`src/rtl/trng_sampler.sv`:
```
// ---------------------------------------------------------------------------
// trng_sampler
// Samples a bank of free-running ring oscillators and turns their output
// into debiased random words.
// The processing order is: synchroniser, XOR combine, rate-divided sample
// strobe, von Neumann pair debiasing, and shift-register packing into words.
//
// Ports
//   clk_i        system clock
//   rst_i        synchronous reset, active high
//   enable_i     1 = produce words, 0 = return to IDLE
//   ro_enable_o  RO_enable for every oscillator (1 = held static)
//   ro_bits_i    asynchronous random_bit of each oscillator
//   rnd_data_o   output word
//   rnd_valid_o  rnd_data_o holds an unconsumed word
//   rnd_ready_i  consumer accepts the word this cycle
//   busy_o       FSM is not in IDLE
// ---------------------------------------------------------------------------
module trng_sampler #(
  parameter int N_RO          = 4,
  parameter int WORD_WIDTH    = 32,
  parameter int SYNC_STAGES   = 2,
  parameter int SAMPLE_DIV    = 16,
  parameter int WARMUP_CYCLES = 64
) (
  input  logic                  clk_i,
  input  logic                  rst_i,
  input  logic                  enable_i,
  output logic                  ro_enable_o,
  input  logic [N_RO-1:0]       ro_bits_i,
  output logic [WORD_WIDTH-1:0] rnd_data_o,
  output logic                  rnd_valid_o,
  input  logic                  rnd_ready_i,
  output logic                  busy_o
);

  localparam int WARM_W = $clog2(WARMUP_CYCLES + 1);
  localparam int DIV_W  = $clog2(SAMPLE_DIV + 1);
  localparam int CNT_W  = $clog2(WORD_WIDTH + 1);

  localparam logic [WARM_W-1:0] WARM_LOAD = WARM_W'(WARMUP_CYCLES - 1);
  localparam logic [DIV_W-1:0]  DIV_LAST  = DIV_W'(SAMPLE_DIV - 1);
  localparam logic [CNT_W-1:0]  CNT_FULL  = CNT_W'(WORD_WIDTH);

  localparam logic [1:0] S_IDLE    = 2'd0;
  localparam logic [1:0] S_WARMUP  = 2'd1;
  localparam logic [1:0] S_COLLECT = 2'd2;

  // Synchroniser chain: index 0 is the first stage, SYNC_STAGES-1 the last.
  logic [SYNC_STAGES-1:0][N_RO-1:0] r_sync;

  logic [1:0]            r_state;
  logic                  r_ro_enable;
  logic [WARM_W-1:0]     r_warm_cnt;
  logic [DIV_W-1:0]      r_div_cnt;
  logic [CNT_W-1:0]      r_bit_cnt;
  logic [WORD_WIDTH-1:0] r_acc;
  logic                  r_pair;
  logic                  r_first;
  logic [WORD_WIDTH-1:0] r_data;
  logic                  r_valid;

  logic                  w_c;
  logic                  w_strobe;
  logic                  w_full;
  logic                  w_transfer;
  logic                  w_take;
  logic                  w_emit;
  logic                  w_go_idle;
  logic [CNT_W-1:0]      w_cnt_base;

  always_ff @(posedge clk_i) begin
    if (rst_i) begin
      r_sync <= '0;
    end else begin
      r_sync <= {r_sync[SYNC_STAGES-2:0], ro_bits_i};
    end
  end

  assign w_c        = ^r_sync[SYNC_STAGES-1];
  assign w_strobe   = (r_state == S_COLLECT) && (r_div_cnt == DIV_LAST);
  assign w_full     = (r_bit_cnt == CNT_FULL);
  assign w_transfer = w_full && (!r_valid || rnd_ready_i);
  // A full accumulator that cannot hand off swallows the strobe untouched;
  // once the hand-off happens the same strobe starts the next word.
  assign w_take     = w_strobe && (!w_full || w_transfer);
  // Second sample of a pair: differing bits emit the first one (10->1, 01->0).
  assign w_emit     = w_take && r_pair && (r_first != w_c);
  assign w_go_idle  = (r_state != S_IDLE) && !enable_i;
  assign w_cnt_base = w_transfer ? '0 : r_bit_cnt;

  always_ff @(posedge clk_i) begin
    if (rst_i) begin
      r_state     <= S_IDLE;
      r_ro_enable <= 1'b1;
      r_warm_cnt  <= '0;
      r_div_cnt   <= '0;
      r_bit_cnt   <= '0;
      r_acc       <= '0;
      r_pair      <= 1'b0;
      r_first     <= 1'b0;
      r_data      <= '0;
      r_valid     <= 1'b0;
    end else begin
      // Output register is independent of enable_i: a finished word is
      // always delivered and held until the consumer takes it.
      if (w_transfer) begin
        r_data  <= r_acc;
        r_valid <= 1'b1;
      end else if (r_valid && rnd_ready_i) begin
        r_valid <= 1'b0;
      end

      if (w_go_idle) begin
        r_state     <= S_IDLE;
        r_ro_enable <= 1'b1;
        r_warm_cnt  <= '0;
        r_div_cnt   <= '0;
        r_bit_cnt   <= '0;
        r_acc       <= '0;
        r_pair      <= 1'b0;
        r_first     <= 1'b0;
      end else begin
        case (r_state)
          S_IDLE: begin
            if (enable_i) begin
              r_state     <= S_WARMUP;
              r_warm_cnt  <= WARM_LOAD;
              r_ro_enable <= 1'b0;
            end
          end
          S_WARMUP: begin
            if (r_warm_cnt == '0) begin
              r_state   <= S_COLLECT;
              r_div_cnt <= '0;
            end else begin
              r_warm_cnt <= r_warm_cnt - 1'b1;
            end
          end
          S_COLLECT: begin
            r_div_cnt <= (r_div_cnt == DIV_LAST) ? '0 : r_div_cnt + 1'b1;
            r_bit_cnt <= w_cnt_base + CNT_W'(w_emit);
            if (w_take) begin
              r_pair <= ~r_pair;
            end
            if (w_take && !r_pair) begin
              r_first <= w_c;
            end
            if (w_emit) begin
              r_acc <= {r_acc[WORD_WIDTH-2:0], r_first};
            end
          end
          default: begin
            r_state     <= S_IDLE;
            r_ro_enable <= 1'b1;
          end
        endcase
      end
    end
  end

  assign ro_enable_o = r_ro_enable;
  assign rnd_data_o  = r_data;
  assign rnd_valid_o = r_valid;
  assign busy_o      = (r_state != S_IDLE);

endmodule

```
`config.mk`:
```
export PLATFORM = sky130hd
export DESIGN_NAME = trng_sampler
export DESIGN_NICKNAME = d
export VERILOG_FILES = /design/src/rtl/trng_sampler.sv
export SDC_FILE = /design/constraint.sdc
export NUM_CORES = 1
export LEC_CHECK = 0
export CAP_MARGIN = 20
export CELL_PAD_IN_SITES_DETAIL_PLACEMENT = 1
export CELL_PAD_IN_SITES_GLOBAL_PLACEMENT = 1
export CORE_ASPECT_RATIO = 1.75
export CORE_MARGIN = 5
export CORE_UTILIZATION = 46
export CTS_CLUSTER_DIAMETER = 200
export DETAILED_ROUTE_END_ITERATION = 12
export PLACE_DENSITY = 0.91
export RECOVER_POWER = 100
export SYNTH_ARGS = -nofsm -noshare
export SYNTH_HDL_FRONTEND = slang
export SYNTH_SLANG_ARGS = --single-unit
```
`constraint.sdc`:
```
create_clock -name clk_i -period 5.2 [get_ports clk_i]
set_clock_uncertainty 0.15 [all_clocks]
set_input_delay 0.52 -clock clk_i [delete_from_list [all_inputs] [get_ports clk_i]]
set_output_delay 0.52 -clock clk_i [all_outputs]
set_load 0.005 [all_outputs]
```
==> flow_summary.yaml <==
pwr:
  p_leak_nw: 1.70
  max-vdd-ir-drop_v: 0.000287
  cellPowerDensity_nw_per_um2: 394
  finalPower_mw: 1.82
die:
  die-area_um2: 10400
  fp.dieW_um: 79.2
  placementRows: 44
  core-area_um2: 8260
  io_pins: 43
  die-height_um: 131
  start_util_pct: 46.6
clocking:
  cts_hold_buffers: 0
  cts_sinks: 96
  cts_buffers: 9
  cts_root_buffer: "clkbuf_16"
  post_cts_buffers: 0
  htreeDepth: 3
  path_clk_slew_ns: 0.07
  cts_tree: "yes"
  clk_latency_ns: 0.35
  cts_resized: 0
  clockBufferDepth: 2
critical_path:
  r2r-start: "r_state[0]"
  worstSetupStartpointType: "input pin"
  rrSetupSlack_ns: 2.22
  endpoint_kind: "register"
  cp_max_fo: 38
  required_ns: 5.31
  rr_worst_depth: 7
  crit_type: "input pin to register"
  crit_path_end: "r_acc[29]"
  cp-startpoint: "rst_i"
  r2r-end: "r_acc[29]"
  critPathArrivalTime_ns: 3.20
cells_and_area:
  areaGrowthSynthToFinish_pct: 19.8
  seqCellArea_um2: 1920
  drive_gt1_share_pct: 5.64
  multi_input_area_um2: 1730
  fillers: 956
  final_cell_mix: "105 x nand2_1, 96 x dfxtp_1, 39 x a21oi_1"
  nets: 472
  layout_commonest_cell: "nand2_1"
  fin_cells: 553
  insertedDiodeCount: 0
  finalInstanceArea_um2: 4610
flow_run:
  maxCapViolations: 1
timing:
  maxSlewViolCount: 39
  fin_setup_tns_ns: 0
  period_minus_slack_ns: 3.09
  period_share_pct: 59.4
  grt_setup_unrepaired: "no"
  max_freq_mhz: 323
  relSlewSlack_pct: -10.1
  setup_violations: 0
  hold_viol: 0
  worstMarginPinSlew_ns: 1.65
logic_synthesis:
  yosys.area_share.simple_pct: 21.0
  ys_warn_count: 0
  synth_flop_cell: "dfxtp_1"
  synth.distinct_cells: 48
  yosysSeqAreaShare_pct: 49.9
  ys_ff_latch: 96
  synthAdderAreaFrac_pct: 2.60
  synthXorXnorAreaFrac_pct: 2.60
  synth.net_count: 438
  synth-compound-area-share_pct: 10.2
  synthMuxAreaShare_pct: 8.84
  synth_top_cell_by_area: "dfxtp_1"
  synth_cells: 422
  syn_area_per_cell_um2: 9.13
  synth_async_sr_flop_share_pct: 0
  synth_area_um2: 3850
  synth_area_leaders: "dfxtp_1 50%, nand2_1 10%, mux2i_1 8.8%"
  synth_edf_count: 0
  synth_top_cell_area_share_pct: 49.9
  synth_top_family_by_area: "simple AND/OR/NAND/NOR gates"
global_routing:
  grtUsageTotal_pct: 18.7
  antenna_found_initial: 0
  gr-total-overflow: 0
  grt_pass1_vias: 3240
  grt_pass1_wl_mm: 15.0
  grt_max_degree: 39
placed_design:
  dp.cells: 535
  gp_congestion: 0.766
  postPlaceCellArea_um2: 4300
  dp_hpwl_mm: 6.00
  io_buffer_count: 42
drt:
  drt_iter0_drc: 101
  dr.pass1.iters: 4
  ant_nets: 0
  wirelength_mm: 9.07
  vias: 3061
  drc_errors: 0
  routedWlPerCell_um: 16.4
  via_per_inst: 5.54
worst_hold_path:
  hold_class: "register to register"
status:
  status: "finished with violations"
  violations: "capacitance limit, slew limit"
-- final cells by class --
| type | instances | area share, % |
|---|---|---|
| sequential | 96 | 41.6 |
| multi-input combinational | 290 | 37.5 |
| timing repair buffer | 48 | 10.7 |
| clock buffer | 10 | 4.96 |
| tap | 92 | 2.49 |
| clock inverter | 6 | 1.46 |
| inverter | 11 | 1.19 |
-- logic make-up (layout without fill, tap and decap cells) --
kind of cell,after synthesis,in the layout
AO/OA/AOI/OAI,66,66
adder cells (fa/ha/maj),8,8
XOR/XNOR,9,9
multiplexers,34,34
buffers and inverters,36,75
flip-flops,96,96
AND/OR/NAND/NOR,173,173
-- where the power goes --
group | switching, mW | internal, mW
clock network | 0.286 | 0.375
logic | 0.216 | 0.127
registers | 0.0415 | 0.773
-- registers in the layout, summed over array words and instances, names as in the netlist --
signal	cells
rnd_data_o	32
r_warm_cnt	7
rnd_valid_o	1
r_state	2
r_acc	32
r_first	1
r_sync	8
r_div_cnt	5
r_bit_cnt	6
ro_enable_o	1
r_pair	1
-- through the flow --
stage / utilization, % / worst slack (ns) / hold WS (ns)
3_5_place_dp: 52.1 / 2.30 / 0.277
4_1_cts: 55.7 / 2.34 / 0.292
6_report: 55.9 / 2.11 / 0.289
5_1_grt: 55.9 / 1.87 / 0.315
3_3_place_gp: 51.8 / 2.43 / 0.269
2_1_floorplan: - / 2.68 / 0.257
-- synth_stat cells, drive strengths merged (3+ instances only) --
master	count
nor3	5
nor4b	3
mux2i	34
ha	8
nor2b	13
nor2	19
inv	10
nand2	105
o21ai	4
nor4	3
clkbuf	15
nand3	7
a21oi	39
dfxtp	96
xnor2	6
a31oi	4
buf	10
and3	5
a211oi	8
nand4	3
-- worst max-delay path, cell delays in order --
cell and delay (ns):
dlygate4sd3_1 0.71, nor2_2 0.16, clkbuf_1 1.20, nand2_1 0.32, mux2i_1 0.28
-- worst min-delay path by stage --
stage / startpoint / to / slack [ns] / cells past startpoint
3_5_place_dp: r_sync[3] / r_sync[7] / 0.28 / 1
5_1_grt: r_sync[3] / r_sync[7] / 0.31 / 1
3_3_place_gp: r_sync[0] / r_sync[4] / 0.27 / 1
6_report: r_sync[0] / r_sync[4] / 0.29 / 1
4_1_cts: r_sync[3] / r_sync[7] / 0.29 / 1
2_1_floorplan: r_div_cnt[4] / r_div_cnt[4] / 0.26 / 2
-- per-layer routing --
metal | global-route usage [%] | up-vias | share of wire (%)
li1 | - | 1494 | -
met1 | 18.5 | 1487 | 38
met2 | 34.9 | 55 | 56
met3 | 4.25 | 25 | 2.8
met4 | 11.4 | 0 | 3.3
met5 | 0 | - | 0
Note: power is estimated with default switching activity, not from simulation.
